==> src/rtl/music_pkg.sv <==
// Shared widths and constants for the music player blocks.
package music_pkg;

  localparam int NOTE_WIDTH       = 6;
  localparam int DUR_WIDTH        = 6;
  localparam int NUM_VOICES_DEF   = 3;
  localparam int AGE_WIDTH_DEF    = 3;

  localparam logic [DUR_WIDTH-1:0] REST_DURATION = '0;

endpackage

==> src/rtl/voice_slot.sv <==
// One polyphony voice: busy flag, remaining-beat counter and saturating age.
// Load beats decrement; flush beats load. Expire is the combinational 1->0 beat.
module voice_slot
  import music_pkg::*;
#(
  parameter int AGE_WIDTH = AGE_WIDTH_DEF
) (
  input  logic                 clk,
  input  logic                 reset,
  input  logic                 flush_i,
  input  logic                 load_i,
  input  logic [DUR_WIDTH-1:0] dur_i,
  input  logic                 age_inc_i,
  input  logic                 tick_i,
  output logic                 busy_o,
  output logic [AGE_WIDTH-1:0] age_o,
  output logic                 expire_o
);

  logic                 busy_q, busy_d;
  logic [DUR_WIDTH-1:0] rem_q, rem_d;
  logic [AGE_WIDTH-1:0] age_q, age_d;

  assign expire_o = busy_q && tick_i && (rem_q == DUR_WIDTH'(1));
  assign busy_o   = busy_q;
  assign age_o    = age_q;

  always_comb begin
    busy_d = busy_q;
    rem_d  = rem_q;
    age_d  = age_q;
    if (flush_i) begin
      busy_d = 1'b0;
      rem_d  = '0;
      age_d  = '0;
    end else if (load_i) begin
      busy_d = 1'b1;
      rem_d  = dur_i;
      age_d  = '0;
    end else if (busy_q) begin
      // age_inc_i is asserted for any load in the bank; our own load was handled above
      if (age_inc_i && (age_q != {AGE_WIDTH{1'b1}})) begin
        age_d = age_q + AGE_WIDTH'(1);
      end
      if (tick_i) begin
        rem_d = rem_q - DUR_WIDTH'(1);
        if (rem_q == DUR_WIDTH'(1)) begin
          busy_d = 1'b0;
          age_d  = '0;
        end
      end
    end
  end

  always_ff @(posedge clk or posedge reset) begin
    if (reset) begin
      busy_q <= 1'b0;
      rem_q  <= '0;
      age_q  <= '0;
    end else begin
      busy_q <= busy_d;
      rem_q  <= rem_d;
      age_q  <= age_d;
    end
  end

endmodule

==> src/rtl/voice_allocator.sv <==
// Polyphony allocator: lowest free voice, else oldest (VOICE_STEAL_EN) or drop.
// All outputs registered, one cycle after new_note/beat; accepts one new_note per cycle.
module voice_allocator
  import music_pkg::*;
#(
  parameter int NUM_VOICES = NUM_VOICES_DEF,
  parameter int AGE_WIDTH  = AGE_WIDTH_DEF
) (
  input  logic                  clk,
  input  logic                  reset,
  input  logic                  flush,
  input  logic                  play,
  input  logic                  new_note,
  input  logic [NOTE_WIDTH-1:0] note,
  input  logic [DUR_WIDTH-1:0]  duration,
  input  logic                  beat,
  output logic [NUM_VOICES-1:0] load_voice,
  output logic [NOTE_WIDTH-1:0] voice_note,
  output logic [DUR_WIDTH-1:0]  voice_duration,
  output logic [NUM_VOICES-1:0] voice_busy,
  output logic [NUM_VOICES-1:0] voice_done,
  output logic                  note_done,
  output logic                  overflow
);

  localparam int IDX_W = $clog2(NUM_VOICES);

  logic [NUM_VOICES-1:0] busy_w, expire_w, load_vec;
  logic [AGE_WIDTH-1:0]  age_w [NUM_VOICES];
  logic                  tick, any_load, accept, rest_note, drop, ovf_set, last_expire;
  logic                  free_found;
  logic [IDX_W-1:0]      free_idx, old_idx, sel_idx;
  logic [AGE_WIDTH-1:0]  old_age;

  logic [NUM_VOICES-1:0] load_voice_q, load_voice_d;
  logic [NUM_VOICES-1:0] voice_done_q, voice_done_d;
  logic [NOTE_WIDTH-1:0] voice_note_q, voice_note_d;
  logic [DUR_WIDTH-1:0]  voice_dur_q, voice_dur_d;
  logic                  note_done_q, note_done_d;
  logic                  overflow_q, overflow_d;
  logic [IDX_W-1:0]      last_idx_q, last_idx_d;
  logic                  last_valid_q, last_valid_d;

  assign tick     = play & beat;
  assign any_load = |load_vec;

  for (genvar g = 0; g < NUM_VOICES; g++) begin : g_slot
    voice_slot #(
      .AGE_WIDTH(AGE_WIDTH)
    ) u_slot (
      .clk      (clk),
      .reset    (reset),
      .flush_i  (flush),
      .load_i   (load_vec[g]),
      .dur_i    (duration),
      .age_inc_i(any_load),
      .tick_i   (tick),
      .busy_o   (busy_w[g]),
      .age_o    (age_w[g]),
      .expire_o (expire_w[g])
    );
  end

  // Free-voice priority encoder and oldest-voice comparator, both on registered state.
  always_comb begin
    free_found = 1'b0;
    free_idx   = '0;
    for (int i = NUM_VOICES - 1; i >= 0; i--) begin
      if (!busy_w[i]) begin
        free_found = 1'b1;
        free_idx   = IDX_W'(i);
      end
    end
    old_idx = '0;
    old_age = age_w[0];
    for (int i = 1; i < NUM_VOICES; i++) begin
      if (age_w[i] > old_age) begin
        old_age = age_w[i];
        old_idx = IDX_W'(i);
      end
    end
  end

  always_comb begin
    rest_note = new_note && !flush && (duration == REST_DURATION);
    accept    = new_note && !flush && (duration != REST_DURATION);
    sel_idx   = free_found ? free_idx : old_idx;
    load_vec  = '0;
    drop      = 1'b0;
    ovf_set   = 1'b0;
    if (accept) begin
      ovf_set = !free_found;
`ifdef VOICE_STEAL_EN
      load_vec[sel_idx] = 1'b1;
`else
      if (free_found) begin
        load_vec[sel_idx] = 1'b1;
      end else begin
        drop = 1'b1;
      end
`endif
    end
  end

  // A new load replaces last_idx, so the old last voice expiring alongside it is silent.
  assign last_expire = last_valid_q && expire_w[last_idx_q] && !any_load && !flush;

  always_comb begin
    load_voice_d = load_vec;
    voice_done_d = flush ? '0 : (expire_w & ~load_vec);
    note_done_d  = rest_note | drop | last_expire;
    overflow_d   = flush ? 1'b0 : (overflow_q | ovf_set);
    last_idx_d   = any_load ? sel_idx : last_idx_q;
    voice_note_d = any_load ? note : voice_note_q;
    voice_dur_d  = any_load ? duration : voice_dur_q;
    last_valid_d = last_valid_q;
    if (flush) begin
      last_valid_d = 1'b0;
    end else if (any_load) begin
      last_valid_d = 1'b1;
    end else if (last_expire) begin
      last_valid_d = 1'b0;
    end
  end

  always_ff @(posedge clk or posedge reset) begin
    if (reset) begin
      load_voice_q <= '0;
      voice_done_q <= '0;
      voice_note_q <= '0;
      voice_dur_q  <= '0;
      note_done_q  <= 1'b0;
      overflow_q   <= 1'b0;
      last_idx_q   <= '0;
      last_valid_q <= 1'b0;
    end else begin
      load_voice_q <= load_voice_d;
      voice_done_q <= voice_done_d;
      voice_note_q <= voice_note_d;
      voice_dur_q  <= voice_dur_d;
      note_done_q  <= note_done_d;
      overflow_q   <= overflow_d;
      last_idx_q   <= last_idx_d;
      last_valid_q <= last_valid_d;
    end
  end

  assign load_voice     = load_voice_q;
  assign voice_done     = voice_done_q;
  assign voice_note     = voice_note_q;
  assign voice_duration = voice_dur_q;
  assign voice_busy     = busy_w;
  assign note_done      = note_done_q;
  assign overflow       = overflow_q;

endmodule
==> config.mk <==
export PLATFORM = sky130hd
export DESIGN_NAME = voice_allocator
export DESIGN_NICKNAME = d
export VERILOG_FILES = /design/src/rtl/music_pkg.sv /design/src/rtl/voice_slot.sv /design/src/rtl/voice_allocator.sv
export SDC_FILE = /design/constraint.sdc
export NUM_CORES = 1
export LEC_CHECK = 0
export ABC_AREA = 1
export BUFFER_PORTS_ARGS = -buffer_cell sky130_fd_sc_hd__buf_2
export CAP_MARGIN = 20
export CELL_PAD_IN_SITES_DETAIL_PLACEMENT = 0
export CELL_PAD_IN_SITES_GLOBAL_PLACEMENT = 2
export CORE_MARGIN = 2
export CORE_UTILIZATION = 35
export CTS_CLUSTER_DIAMETER = 30
export CTS_CLUSTER_SIZE = 30
export DETAILED_ROUTE_END_ITERATION = 6
export MAX_ROUTING_LAYER = met4
export PLACE_DENSITY = 0.91
export SKIP_LAST_GASP = 1
export SYNTH_ARGS = -nofsm -noshare
export SYNTH_HDL_FRONTEND = slang
export SYNTH_SLANG_ARGS = --single-unit
export TNS_END_PERCENT = 30
==> constraint.sdc <==
create_clock -name clk -period 2.3 [get_ports clk]
set_input_delay 0.23 -clock clk [delete_from_list [all_inputs] [get_ports clk]]
set_output_delay 0.23 -clock clk [all_outputs]
set_load 0.005 [all_outputs]
==> results.cfg, run 1 <==
[global_routing]
grt_overflow = 0
grt_pass1_vias = 1975
grt_pass1_wl_mm = 9.611
grt_use_total_pct = 16.67
antenna_found_initial = 0
grt_max_degree = 24

[status]
status = complete, no violations

[floorplanning]
io_pins = 41
chipWidth_um = 87.75
initial_core_util_pct = 36.13
core-area_um2 = 6794
dieHeight_um = 87.75
dieArea_um2 = 7700
rows = 30

[setup_path]
r2r_slack_ns = 0.75
path_buf_inv = 2
endpoint_kind = register
crit_chain = inv_1 > o211ai_2 > inv_2 > o21ai_0
r2r_start = g_slot[2].u_slot.busy_o$_DFF_PP0_
reg2reg_depth = 4
cp.arrival_ns = 1.77
critPathTopFamily = compound AO/OA/AOI/OAI gates
path_class = reg -> reg
cp_slowest_stage_delay_ns = 0.47
worst_setup_path_start_kind = register
reg2reg_to = last_idx_q[0]$_DFFE_PP0P_
required_ns = 2.52
critPathSlowestCell = dfrtp_1
worstPathMaxFanout = 11

[placement]
numPortBuffers = 40
dp_hpwl_mm = 4.283
place_congestion = 0.8706
placed_area_um2 = 2699

[synthesis]
seq_area_frac_synth_pct = 44.85
synth_edf_count = 0
synth_top_family_by_area = simple AND/OR/NAND/NOR gates
yosysWarnings = 0
syn_area_um2 = 2455
synth-compound-area-share_pct = 11.72
synthFlopType = dfrtp_1
yosys.area_share.simple_pct = 29.26
syn_inst = 305
synthAdderAreaFrac_pct = 3.058
synth-seq-cells = 44
synth_nets = 329
syn_avg_cell_area_um2 = 8.049
muxShareOfSynthArea_pct = 0
ys_async_sr_fraction_pct = 100.0
synth_xor_area_share_pct = 1.427
ys_types = 31

[sta]
rsz0062_at_grt = false
worstMarginPinSlew_ns = 0.4714
max_freq_ghz = 0.6450
fin_skew_ns = 0.007336
fin_setup_tns_ns = 0
holdWs_ns = 0.1224
slew_headroom_pct = 68.48
hold_viol_final = 0
slew_viol_final = 0
min_period_over_period_pct = 67.40
finalSetupViolCount = 0
layout_min_cycle_time_ns = 1.550

[clock_network]
clk-insertion-delay-late_ns = 0.29
post_cts_buffers = 0
ctsResizeCount = 0
cts.clk_slew.worst_paths_ns = 0.09
cts_buffers = 5
cts_tree = built
cts_sinks = 44
htreeDepth = 2
cts-root-buf = clkbuf_8
clock_tree.buffer_depth = 2

[finish]
antennaDiodeCount = 0
final_area_um2 = 2838
final_common_cell = nand2_1
syn_to_final_growth_pct = 15.60
utilization_pct = 41.77
layout_common_cells = nand2_1, dfrtp_1, buf_2
multi_input_area_um2 = 1116
layout.nets = 368
layout-drive-gt1-share_pct = 21.80
fillers = 724
regArea_um2 = 1101

[routing]
ant_nets = 0
firstDrtPassIters = 4
totalWireLength_mm = 5.773
first_iter_violations = 117
drc = 0
wl_per_cell_um = 13.12
num_vias = 2023
via_per_inst = 4.598

[power_and_ir_drop]
p_total_mw = 2.199
vdd_drop_max_uv = 293.4
powerDensity_nw_per_um2 = 774.9
p_leak_nw = 1.457

[min_path]
hp-class = in -> reg
worstHoldEndpoint = voice_note[2]$_DFFE_PP0P_
hold_start = note[2]
holdPathStages = 3

[job]
maxCapViolations = 0
==> logic make-up (layout without fill, tap and decap cells) <==
group	count (synthesis)	in the layout
buffers and inverters	50	89
AND/OR/NAND/NOR	154	154
flip-flops	44	44
XOR/XNOR	4	4
adder cells (fa/ha/maj)	6	6
AO/OA/AOI/OAI	47	47
==> worst reg2reg max path, delay by kind of cell, from the launching register on <==
family,cells,cell delay (ns)
buffers and inverters,2,0.37
AOI/OAI and AO/OA,2,0.64
DFF,1,0.47
==> power breakdown <==
group,internal (mW),switching [mW],total [mW]
combinational,0.216,0.320,0.536
clock,0.428,0.265,0.693
sequential,0.879,0.0913,0.970
==> worst max path at each step <==
stage                                 startpoint                                    end  slack [ns]  cells after the start
3_3_place_gp                               flush  g_slot[0].u_slot.rem_q[2]$_DFFE_PP0P_        0.69                      7
2_1_floorplan                              reset      g_slot[0].u_slot.busy_o$_DFF_PP0_        1.04                      1
3_5_place_dp                               flush  g_slot[0].u_slot.rem_q[2]$_DFFE_PP0P_        0.69                      7
4_1_cts        g_slot[2].u_slot.busy_o$_DFF_PP0_              last_idx_q[0]$_DFFE_PP0P_        0.73                      4
5_1_grt        g_slot[2].u_slot.busy_o$_DFF_PP0_              voice_note[5]$_DFFE_PP0P_        0.62                      5
6_report       g_slot[2].u_slot.busy_o$_DFF_PP0_              last_idx_q[0]$_DFFE_PP0P_        0.75                      4
==> repair_timing <==
| item | in CTS | in global routing |
|---|---|---|
| setup endpoints to repair | 0 | 0 |
| hold endpoints to repair | 21 | 0 |
| hold buffers | 1 | 0 |
==> per-stage QoR <==
| step | worst slack (ns) | cells |
|---|---|---|
| 3_5_place_dp | 0.6909 | 432 |
| 4_1_cts | 0.7286 | 440 |
| 3_3_place_gp | 0.6873 | 432 |
| 2_1_floorplan | 1.038 | 305 |
| 5_1_grt | 0.6198 | 440 |
| 6_report | 0.7497 | 440 |
==> flip-flops by register name, summed over array words and instances (netlist names) <==
| signal | flops |
|---|---|
| overflow | 1 |
| note_done | 1 |
| voice_duration | 6 |
| voice_note | 6 |
| last_valid_q | 1 |
| load_voice | 3 |
| voice_done | 3 |
| g_slot.u_slot.rem_q | 18 |
| last_idx_q | 2 |
| g_slot.u_slot.busy_o | 3 |
==> area by class of cell <==
| type | count | share of cell area [%] |
|---|---|---|
| timing repair buffer | 43 | 7.937 |
| sequential | 44 | 38.80 |
| multi-input combinational | 211 | 39.33 |
| clock buffer | 5 | 2.425 |
| tap | 96 | 4.233 |
| clock inverter | 2 | 2.116 |
| inverter | 39 | 5.159 |
==> layer usage <==
metal,track usage (%),up-vias,part of all wire [%]
li1,-,1055,-
met1,23.29,927,51
met2,26.03,36,46
met3,2.545,5,2.7
met4,2.937,0,0.62
met5,-,-,0
==> cell usage after synthesis (5+ instances only) <==
cell,n,share of area (%)
nand2_1,89,14
ha_1,6,3.1
inv_2,5,0.76
nor3_1,5,1.0
dfrtp_1,44,45
a21oi_1,8,1.6
buf_4,5,1.5
o21ai_1,11,2.2
inv_1,34,5.2
o21ai_0,15,3.1
nor2_1,14,2.1
nand3_1,28,5.7
No activity file was read; power rests on OpenSTA's default activity.
==> run 2, diff against run 1 <==
CORE_UTILIZATION = 32   (was 35)
PLACE_DENSITY = 0.85   (was 0.91)
clock period = 1.5 ns   (was 2.3 ns; I/O delays follow)
==> run 2 against run 1 <==
Effect of this change: non-clock buffer count up 14; clock-buffer cell count up 2; final cell count up 4.1%; sequential share of layout area down 1.8 points; critical path type unchanged; combinational power up 60%; clock power up 46%; die area up 8.9%; maximum frequency up 11%; critical path depth up 2; sequential cell count unchanged; design area up 4.9%; largest power group unchanged.
==> results.cfg, run 2 (same netlist as run 1, synthesis figures left out) <==
[status]
status = complete, no violations

[finish]
layout-drive-gt1-share_pct = 26.18
final_common_cell = nand2_1
syn_to_final_growth_pct = 21.30
largest_reg_flops = 18
antennaDiodeCount = 0
layout_common_cells = nand2_1, dfrtp_1, buf_2
top_register = g_slot.u_slot.rem_q
layout.nets = 382

[setup_path]
required_ns = 1.72
cp.arrival_ns = 1.62
path_class = reg -> reg
endpoint_kind = register
worst_setup_path_start_kind = register
worstPathMaxFanout = 6

[sta]
fin_ws_ns = 0.1008
slew_headroom_pct = 79.14
holdWs_ns = 0.03996
fin_skew_ns = 0.007418
rsz0062_at_grt = true
hold_viol_final = 0
slew_viol_final = 0
max_freq_ghz = 0.7147
finalSetupViolCount = 0
min_period_over_period_pct = 93.28
fin_setup_tns_ns = 0
layout_min_cycle_time_ns = 1.399
worstMarginPinSlew_ns = 0.3105

[placement]
place_congestion = 0.8375
place_worst_setup_slack_ns = 0.03025
dp_hpwl_mm = 4.388
numPortBuffers = 40

[clock_network]
cts_sinks = 44
cts.clk_slew.worst_paths_ns = 0.08
cts_buffers = 5
htreeDepth = 2
cts_tree = built
cts-root-buf = clkbuf_8
clk-insertion-delay-late_ns = 0.30
clock_tree.buffer_depth = 2

[global_routing]
grt_use_total_pct = 15.69
grt_overflow = 0
grt_max_degree = 45
grt_pass1_wl_mm = 10.07
grt_pass1_vias = 2031
antenna_found_initial = 0

[power_and_ir_drop]
powerDensity_nw_per_um2 = 1127
vdd_drop_max_uv = 460.8
p_leak_nw = 1.537

[routing]
firstDrtPassIters = 4
totalWireLength_mm = 6.066
num_vias = 2119
drc = 0
wl_per_cell_um = 13.24
ant_nets = 0
via_per_inst = 4.627
first_iter_violations = 141

[floorplanning]
dieHeight_um = 91.59
rows = 31
core-area_um2 = 7331
chipWidth_um = 91.59
initial_core_util_pct = 33.49
io_pins = 41
dieArea_um2 = 8388

[job]
maxCapViolations = 0

[min_path]
hp-class = in -> reg
[run 2: cell types whose count changed in the layout (fill, tap and decap cells not counted), sizes merged]
| cell | previous run | this run |
|---|---|---|
| buf | 42 | 56 |
| clkbuf | 5 | 7 |
| bufinv | 2 | 1 |
[run 2: power breakdown]
group          switching (mW)  total, mW  internal [mW]
registers               0.136       1.48           1.35
logic                   0.499      0.858          0.359
clock network           0.426       1.01          0.588
[run 2: metal layers]
| layer | GRT usage, % | up-vias | wire length (um) |
|---|---|---|---|
| met2 | 22.79 | 50 | 2596 |
| met4 | 3.409 | 0 | 32 |
| met3 | 2.822 | 4 | 230 |
| met5 | - | - | 0 |
| met1 | 22.78 | 977 | 3207 |
| li1 | - | 1088 | - |
[run 2: worst max-delay path, cell delays in order, from the launching register on]
cell and delay (ns):
dfrtp_1 0.44, inv_1 0.06, ha_1 0.23, or2_2 0.30, nand3_1 0.09, nand3_1 0.06, o21ai_0 0.14
[run 2: final timing paths]
path,start,to,slack [ns],cells after the start
max,g_slot[0].u_slot.rem_q[0]$_DFFE_PP0P_,g_slot[0].u_slot.rem_q[2]$_DFFE_PP0P_,0.10,6
min,note[0],voice_note[0]$_DFFE_PP0P_,0.04,3
max reg2reg,g_slot[0].u_slot.rem_q[0]$_DFFE_PP0P_,g_slot[0].u_slot.rem_q[2]$_DFFE_PP0P_,0.10,6
min reg2reg,voice_note[4]$_DFFE_PP0P_,voice_note[4]$_DFFE_PP0P_,0.48,2
max in group asynchronous,reset,g_slot[0].u_slot.busy_o$_DFF_PP0_,0.84,4
min in group asynchronous,reset,voice_note[1]$_DFFE_PP0P_,0.40,4
[run 2: cell type report]
type | instances | area, um^2
fill | 742 | 4353
multi-input combinational | 211 | 1124
sequential | 44 | 1102
timing repair buffer | 57 | 355.3
inverter | 39 | 146.4
tap | 99 | 123.9
clock buffer | 7 | 96.34
clock inverter | 1 | 30.03
[run 2: what timing repair did]
action,CTS,global route
endpoints found under the setup margin,0,7
resized for setup,0,4
endpoints found under the hold margin,44,0
hold buffers,1,0
setup buffers,0,0
[run 2: metrics by stage]
step	utilization, %	cell area [um^2]	power (mW)	std cells
floorplan	-	2455	2.102	305
global placement	38.64	2833	2.361	449
detailed placement	38.64	2833	2.360	449
CTS	40.50	2969	3.393	458
global route	40.62	2978	3.589	458
finish	40.62	2978	3.355	458
